File: src/rtl/pit_wb_arbiter.sv
// Round-robin WISHBONE arbiter sharing the PIT slave port among 2..4 masters.
// Define PIT_WB_ARB_TIMEOUT_EN to build the no-ack watchdog.
module pit_wb_arbiter #(
    parameter int DWIDTH   = 16,
    parameter int NMASTERS = 2,
    parameter int TIMEOUT  = 255
) (
    input  logic                       wb_clk_i,
    input  logic                       arst_i,
    input  logic                       wb_rst_i,
    input  logic [NMASTERS-1:0]        m_cyc_i,
    input  logic [NMASTERS-1:0]        m_stb_i,
    input  logic [NMASTERS-1:0]        m_we_i,
    input  logic [3*NMASTERS-1:0]      m_adr_i,
    input  logic [DWIDTH*NMASTERS-1:0] m_dat_i,
    input  logic [2*NMASTERS-1:0]      m_sel_i,
    output logic [DWIDTH-1:0]          m_dat_o,
    output logic [NMASTERS-1:0]        m_ack_o,
    output logic [NMASTERS-1:0]        m_err_o,
    output logic [NMASTERS-1:0]        grant_o,
    output logic                       s_cyc_o,
    output logic                       s_stb_o,
    output logic                       s_we_o,
    output logic [2:0]                 s_adr_o,
    output logic [DWIDTH-1:0]          s_dat_o,
    output logic [1:0]                 s_sel_o,
    input  logic [DWIDTH-1:0]          s_dat_i,
    input  logic                       s_ack_i
);

    typedef enum logic {
        ST_IDLE,
        ST_GRANT
    } state_e;

    localparam logic [1:0] LAST_IX = 2'(NMASTERS - 1);

    if (NMASTERS < 2 || NMASTERS > 4 || TIMEOUT < 2 || TIMEOUT > 255 ||
        (DWIDTH != 8 && DWIDTH != 16)) begin : g_bad_param
        $error("pit_wb_arbiter: illegal parameter value");
    end

    state_e              state_q, state_d;
    logic [NMASTERS-1:0] grant_q, grant_d;
    logic [1:0]          last_q, last_d;

    logic [3:0]          cyc_a, stb_a, we_a;
    logic [2:0]          adr_a [4];
    logic [DWIDTH-1:0]   dat_a [4];
    logic [1:0]          sel_a [4];

    logic [NMASTERS-1:0] pick_oh;
    logic [1:0]          pick_idx;
    logic [1:0]          cand;
    logic                pick_vld;
    logic                in_grant;
    logic                timeout;

    // Pad master fields to four slots so a 2-bit index selects cleanly.
    for (genvar k = 0; k < 4; k++) begin : g_pad
        if (k < NMASTERS) begin : g_on
            assign cyc_a[k] = m_cyc_i[k];
            assign stb_a[k] = m_stb_i[k];
            assign we_a[k]  = m_we_i[k];
            assign adr_a[k] = m_adr_i[3*k +: 3];
            assign dat_a[k] = m_dat_i[DWIDTH*k +: DWIDTH];
            assign sel_a[k] = m_sel_i[2*k +: 2];
            assign pick_oh[k] = (pick_idx == 2'(k));
        end else begin : g_off
            assign cyc_a[k] = 1'b0;
            assign stb_a[k] = 1'b0;
            assign we_a[k]  = 1'b0;
            assign adr_a[k] = '0;
            assign dat_a[k] = '0;
            assign sel_a[k] = '0;
        end
    end

    // Walk last+1, last+2, ... and take the first live request.
    always_comb begin
        pick_vld = 1'b0;
        pick_idx = last_q;
        cand     = last_q;
        for (int i = 0; i < NMASTERS; i++) begin
            cand = (cand == LAST_IX) ? 2'd0 : cand + 2'd1;
            if (!pick_vld && cyc_a[cand]) begin
                pick_vld = 1'b1;
                pick_idx = cand;
            end
        end
    end

    assign in_grant = (state_q == ST_GRANT);

`ifdef PIT_WB_ARB_TIMEOUT_EN
    localparam logic [7:0] WD_LIM = 8'(TIMEOUT - 1);

    logic [7:0] wd_q, wd_d;

    assign timeout = in_grant && stb_a[last_q] && !s_ack_i &&
                     (wd_q == WD_LIM);

    always_comb begin
        wd_d = wd_q;
        if (!in_grant || s_ack_i) begin
            wd_d = '0;
        end else if (stb_a[last_q]) begin
            wd_d = wd_q + 8'd1;
        end
    end

    always_ff @(posedge wb_clk_i or negedge arst_i) begin
        if (!arst_i) begin
            wd_q <= '0;
        end else if (wb_rst_i) begin
            wd_q <= '0;
        end else begin
            wd_q <= wd_d;
        end
    end

    assign m_err_o = grant_q & {NMASTERS{timeout}};
`else
    assign timeout = 1'b0;
    assign m_err_o = '0;
`endif

    always_comb begin
        state_d = state_q;
        grant_d = grant_q;
        last_d  = last_q;
        case (state_q)
            ST_IDLE: begin
                if (pick_vld) begin
                    state_d = ST_GRANT;
                    grant_d = pick_oh;
                    last_d  = pick_idx;
                end
            end
            ST_GRANT: begin
                if (!cyc_a[last_q] || timeout) begin
                    state_d = ST_IDLE;
                    grant_d = '0;
                end
            end
            default: begin
                state_d = ST_IDLE;
                grant_d = '0;
            end
        endcase
    end

    always_ff @(posedge wb_clk_i or negedge arst_i) begin
        if (!arst_i) begin
            state_q <= ST_IDLE;
            grant_q <= '0;
            last_q  <= LAST_IX;
        end else if (wb_rst_i) begin
            state_q <= ST_IDLE;
            grant_q <= '0;
            last_q  <= LAST_IX;
        end else begin
            state_q <= state_d;
            grant_q <= grant_d;
            last_q  <= last_d;
        end
    end

    // While granted, last_q is the granted index.
    assign grant_o = grant_q;
    assign s_cyc_o = in_grant && cyc_a[last_q] && !timeout;
    assign s_stb_o = in_grant && stb_a[last_q] && !timeout;
    assign s_we_o  = in_grant && we_a[last_q];
    assign s_adr_o = in_grant ? adr_a[last_q] : '0;
    assign s_dat_o = in_grant ? dat_a[last_q] : '0;
    assign s_sel_o = in_grant ? sel_a[last_q] : '0;
    assign m_ack_o = grant_q & {NMASTERS{s_ack_i}};
    assign m_dat_o = s_dat_i;

endmodule

File: config.mk
export PLATFORM = sky130hd
export DESIGN_NAME = pit_wb_arbiter
export DESIGN_NICKNAME = d
export VERILOG_FILES = /design/src/rtl/pit_wb_arbiter.sv
export SDC_FILE = /design/constraint.sdc
export NUM_CORES = 1
export LEC_CHECK = 0
export CAP_MARGIN = 15
export CORE_AREA = 2 2 53 67
export CTS_BUF_LIST = sky130_fd_sc_hd__clkbuf_8
export DETAILED_ROUTE_END_ITERATION = 16
export DIE_AREA = 0 0 55 69
export GPL_TIMING_DRIVEN = 1
export PLACE_DENSITY = 0.85
export SYNTH_ARGS = -nofsm -noshare
export SYNTH_HDL_FRONTEND = slang
export SYNTH_SLANG_ARGS = --single-unit
export TNS_END_PERCENT = 50
File: constraint.sdc
create_clock -name wb_clk_i -period 2.6 [get_ports wb_clk_i]
set_clock_uncertainty 0.1 [all_clocks]
set_input_delay 0.26 -clock wb_clk_i [delete_from_list [all_inputs] [get_ports wb_clk_i]]
set_output_delay 0.26 -clock wb_clk_i [all_outputs]
set_load 0.01 [all_outputs]
==> impl_metrics.py <==
metrics = {
    "setup_path": {
        "required_ps": 2240,
        "startpoint": "last_q[0]",
        "worstPathCellList": "buf_12, mux2i_1, nor2_1, clkdlybuf4s50_1",
        "max_stage_delay_ps": 800,
        "endpoint_kind": "primary output",
        "reg2reg_from": "last_q[0]",
        "critPathMaxFanout": 18,
        "critPathTopFamily": "flip-flops",
        "path_buf_inv": 2,
        "crit_type": "register to primary output",
        "cpMaxStageDelayCell": "dfstp_2",
        "crit_path_start_kind": "register",
        "critical_path_arrival_ps": 1990,
    },
    "timing": {
        "setup_viol": 0,
        "min_period_ps": 2350,
        "whs_ps": 163,
        "layout_setup_ws_ps": 254,
        "final.setup.tns_ps": 0,
        "rsz0062_at_grt": "no",
        "hold_violations": 0,
        "drv_slew": 0,
        "timing.final.crit_share_pct": 90.2,
        "max_freq_mhz": 426,
    },
    "synth": {
        "synthFlopType": "dfrtp_1",
        "yosys.area_share.adder_pct": 0,
        "synth_edf_count": 0,
        "synthMuxAreaShare_pct": 30.3,
        "synthSimpleGateAreaFrac_pct": 23.7,
        "netlist_instances": 103,
        "synth_top_family_by_area": "multiplexers",
        "ys_types": 25,
        "synthXorXnorAreaFrac_pct": 0,
        "ys_seq_area_share_pct": 16.0,
        "syn_avg_cell_area_sq_um": 7.69,
        "syn_area_sq_um": 792,
        "ys_ff_latch": 5,
        "yosys_warnings": 0,
        "synthArstFlopShare_pct": 100,
        "synth-compound-area-share_pct": 7.58,
    },
    "floorplan": {
        "die_h_um": 69,
        "die_area_sq_um": 3800,
        "fp.dieW_um": 55,
        "core_area_sq_um": 3170,
        "initial_core_util_pct": 25.0,
        "rows": 23,
        "ioPinCount": 114,
    },
    "job": {
        "drv_cap": 0,
    },
    "clocking": {
        "cts_buffers": 3,
        "cts_setup_buffers": 0,
        "clk_latency_ps": 220,
        "clk_root_buffer_cell": "clkbuf_8",
        "cts_buffer_depth": 2,
        "clkTransAtPathRegs_ps": 40,
        "cts_resized": 0,
        "htreeDepth": 1,
        "cts_tree": "built",
        "cts_sinks": 5,
        "hold_buffers": 0,
    },
    "drt": {
        "dr_wl_met3_um": 291,
        "drcViolationCount": 0,
        "routed.top_layer": "met4",
        "m1WireLength_um": 874,
        "drt_iter0_drc": 9,
        "vias": 901,
        "vias_per_cell": 4.46,
        "drt_wl_total_mm": 2.40,
        "ant_nets": 0,
        "wl_per_cell_um": 11.9,
        "drtPass1Iterations": 4,
        "wl_met2_mm": 1.14,
    },
    "finish": {
        "num_antenna_cells": 0,
        "final_util_pct": 48.4,
        "drive_gt1_share_pct": 4.24,
        "area.growth.synth_to_final_pct": 93.4,
        "nNetsFinal": 234,
    },
    "global_route": {
        "grt_overflow": 0,
        "grt_pass1_wl_mm": 3.57,
        "grt_pass1_vias": 834,
        "grt_max_degree": 19,
        "track_usage_pct": 12.3,
        "antenna_found_initial": 0,
    },
    "hold_path": {
        "min_path_type": "input pin to async pin",
    },
    "power": {
        "powerDensity_nw_per_um2": 312,
        "total_power_w": 0.000478,
        "ir_worst_vdd_v": 0.000196,
        "p_leak_nw": 0.720,
    },
    "run_status": {
        "outcome": "finished, final reports clean",
    },
    "placed_design": {
        "dp_hpwl_mm": 1.95,
        "port_buffers": 79,
        "pre_cts_slack_ps": 476,
        "gp_congestion": 0.763,
    },
}
-- logic make-up after synthesis --
group                  count (synthesis)
AO/OA/AOI/OAI                          9
buffers and inverters                 24
flip-flops                             5
multiplexers                          24
other                                  1
AND/OR/NAND/NOR                       40
-- state kept, by name, summed over array words and instances, names as in the netlist --
register and count:
grant_o 2, last_q 2, in_grant 1
-- cells in the mapped netlist (all sizes together) (2+ instances only) --
cell / instances / area share [%]
and2: 2 / 1.6
nand2b: 2 / 1.6
nor3b: 2 / 1.9
nor2: 28 / 13
clkbuf: 2 / 0.95
buf: 22 / 21
mux2i: 24 / 30
dfrtp: 4 / 13
a21oi: 3 / 1.9
-- metal layers --
| metal | global-route usage [%] | up-vias |
|---|---|---|
| li1 | - | 453 |
| met1 | 12.5 | 375 |
| met2 | 21.0 | 57 |
| met3 | 2.81 | 16 |
| met4 | 8.13 | 0 |
| met5 | 0 | - |
-- through the flow --
| step | std cells | area (sq um) |
|---|---|---|
| 6_report | 202 | 1530 |
| 5_1_grt | 202 | 1530 |
| 4_1_cts | 202 | 1530 |
| 3_5_place_dp | 198 | 1490 |
| 3_3_place_gp | 198 | 1490 |
| 2_1_floorplan | 104 | 796 |
-- worst paths after layout --
check,end,slack (ps),cells after the start
worst max-delay path,s_dat_o[4],250,4
worst min-delay path,last_q[1],160,1
worst max register to register,grant_o[0],850,3
worst min register to register,grant_o[0],420,1
max in group asynchronous,last_q[0],1980,1
min in group wb_clk_i,m_dat_o[10],420,0
-- report_power, final --
part / total [W] / leakage, nW / switching (W) / internal [W]
logic: 0.000238 / 0.629 / 0.0000797 / 0.000158
registers: 0.0000980 / 0.0638 / 0.0000136 / 0.0000843
clock network: 0.000143 / 0.0269 / 0.0000411 / 0.000101
-- layout make-up --
cell class / instances / area, sq um
fill: 307 / 1630
timing repair buffer: 81 / 818
multi-input combinational: 75 / 495
sequential: 5 / 126
tap: 37 / 46.3
clock buffer: 3 / 41.3
clock inverter: 1 / 3.75
-- cell usage in the layout (no fill, tap or decap) --
master,count
nor2_1,28
nor3_1,1
clkbuf_8,3
buf_12,1
a2111oi_0,1
o21a_1,1
and3_1,1
nand2_1,1
a211o_1,1
o21ai_0,1
or4b_1,1
nand2b_1,2
dfstp_2,1
conb_1,2
nor3b_1,2
buf_4,1
a21oi_1,3
and2_1,2
mux2i_1,24
or2b_2,1
or3b_1,1
dfrtp_1,4
o22ai_1,1
inv_1,1
clkdlybuf4s50_1,79
a22o_1,1
No activity file was read; power rests on OpenSTA's default activity.
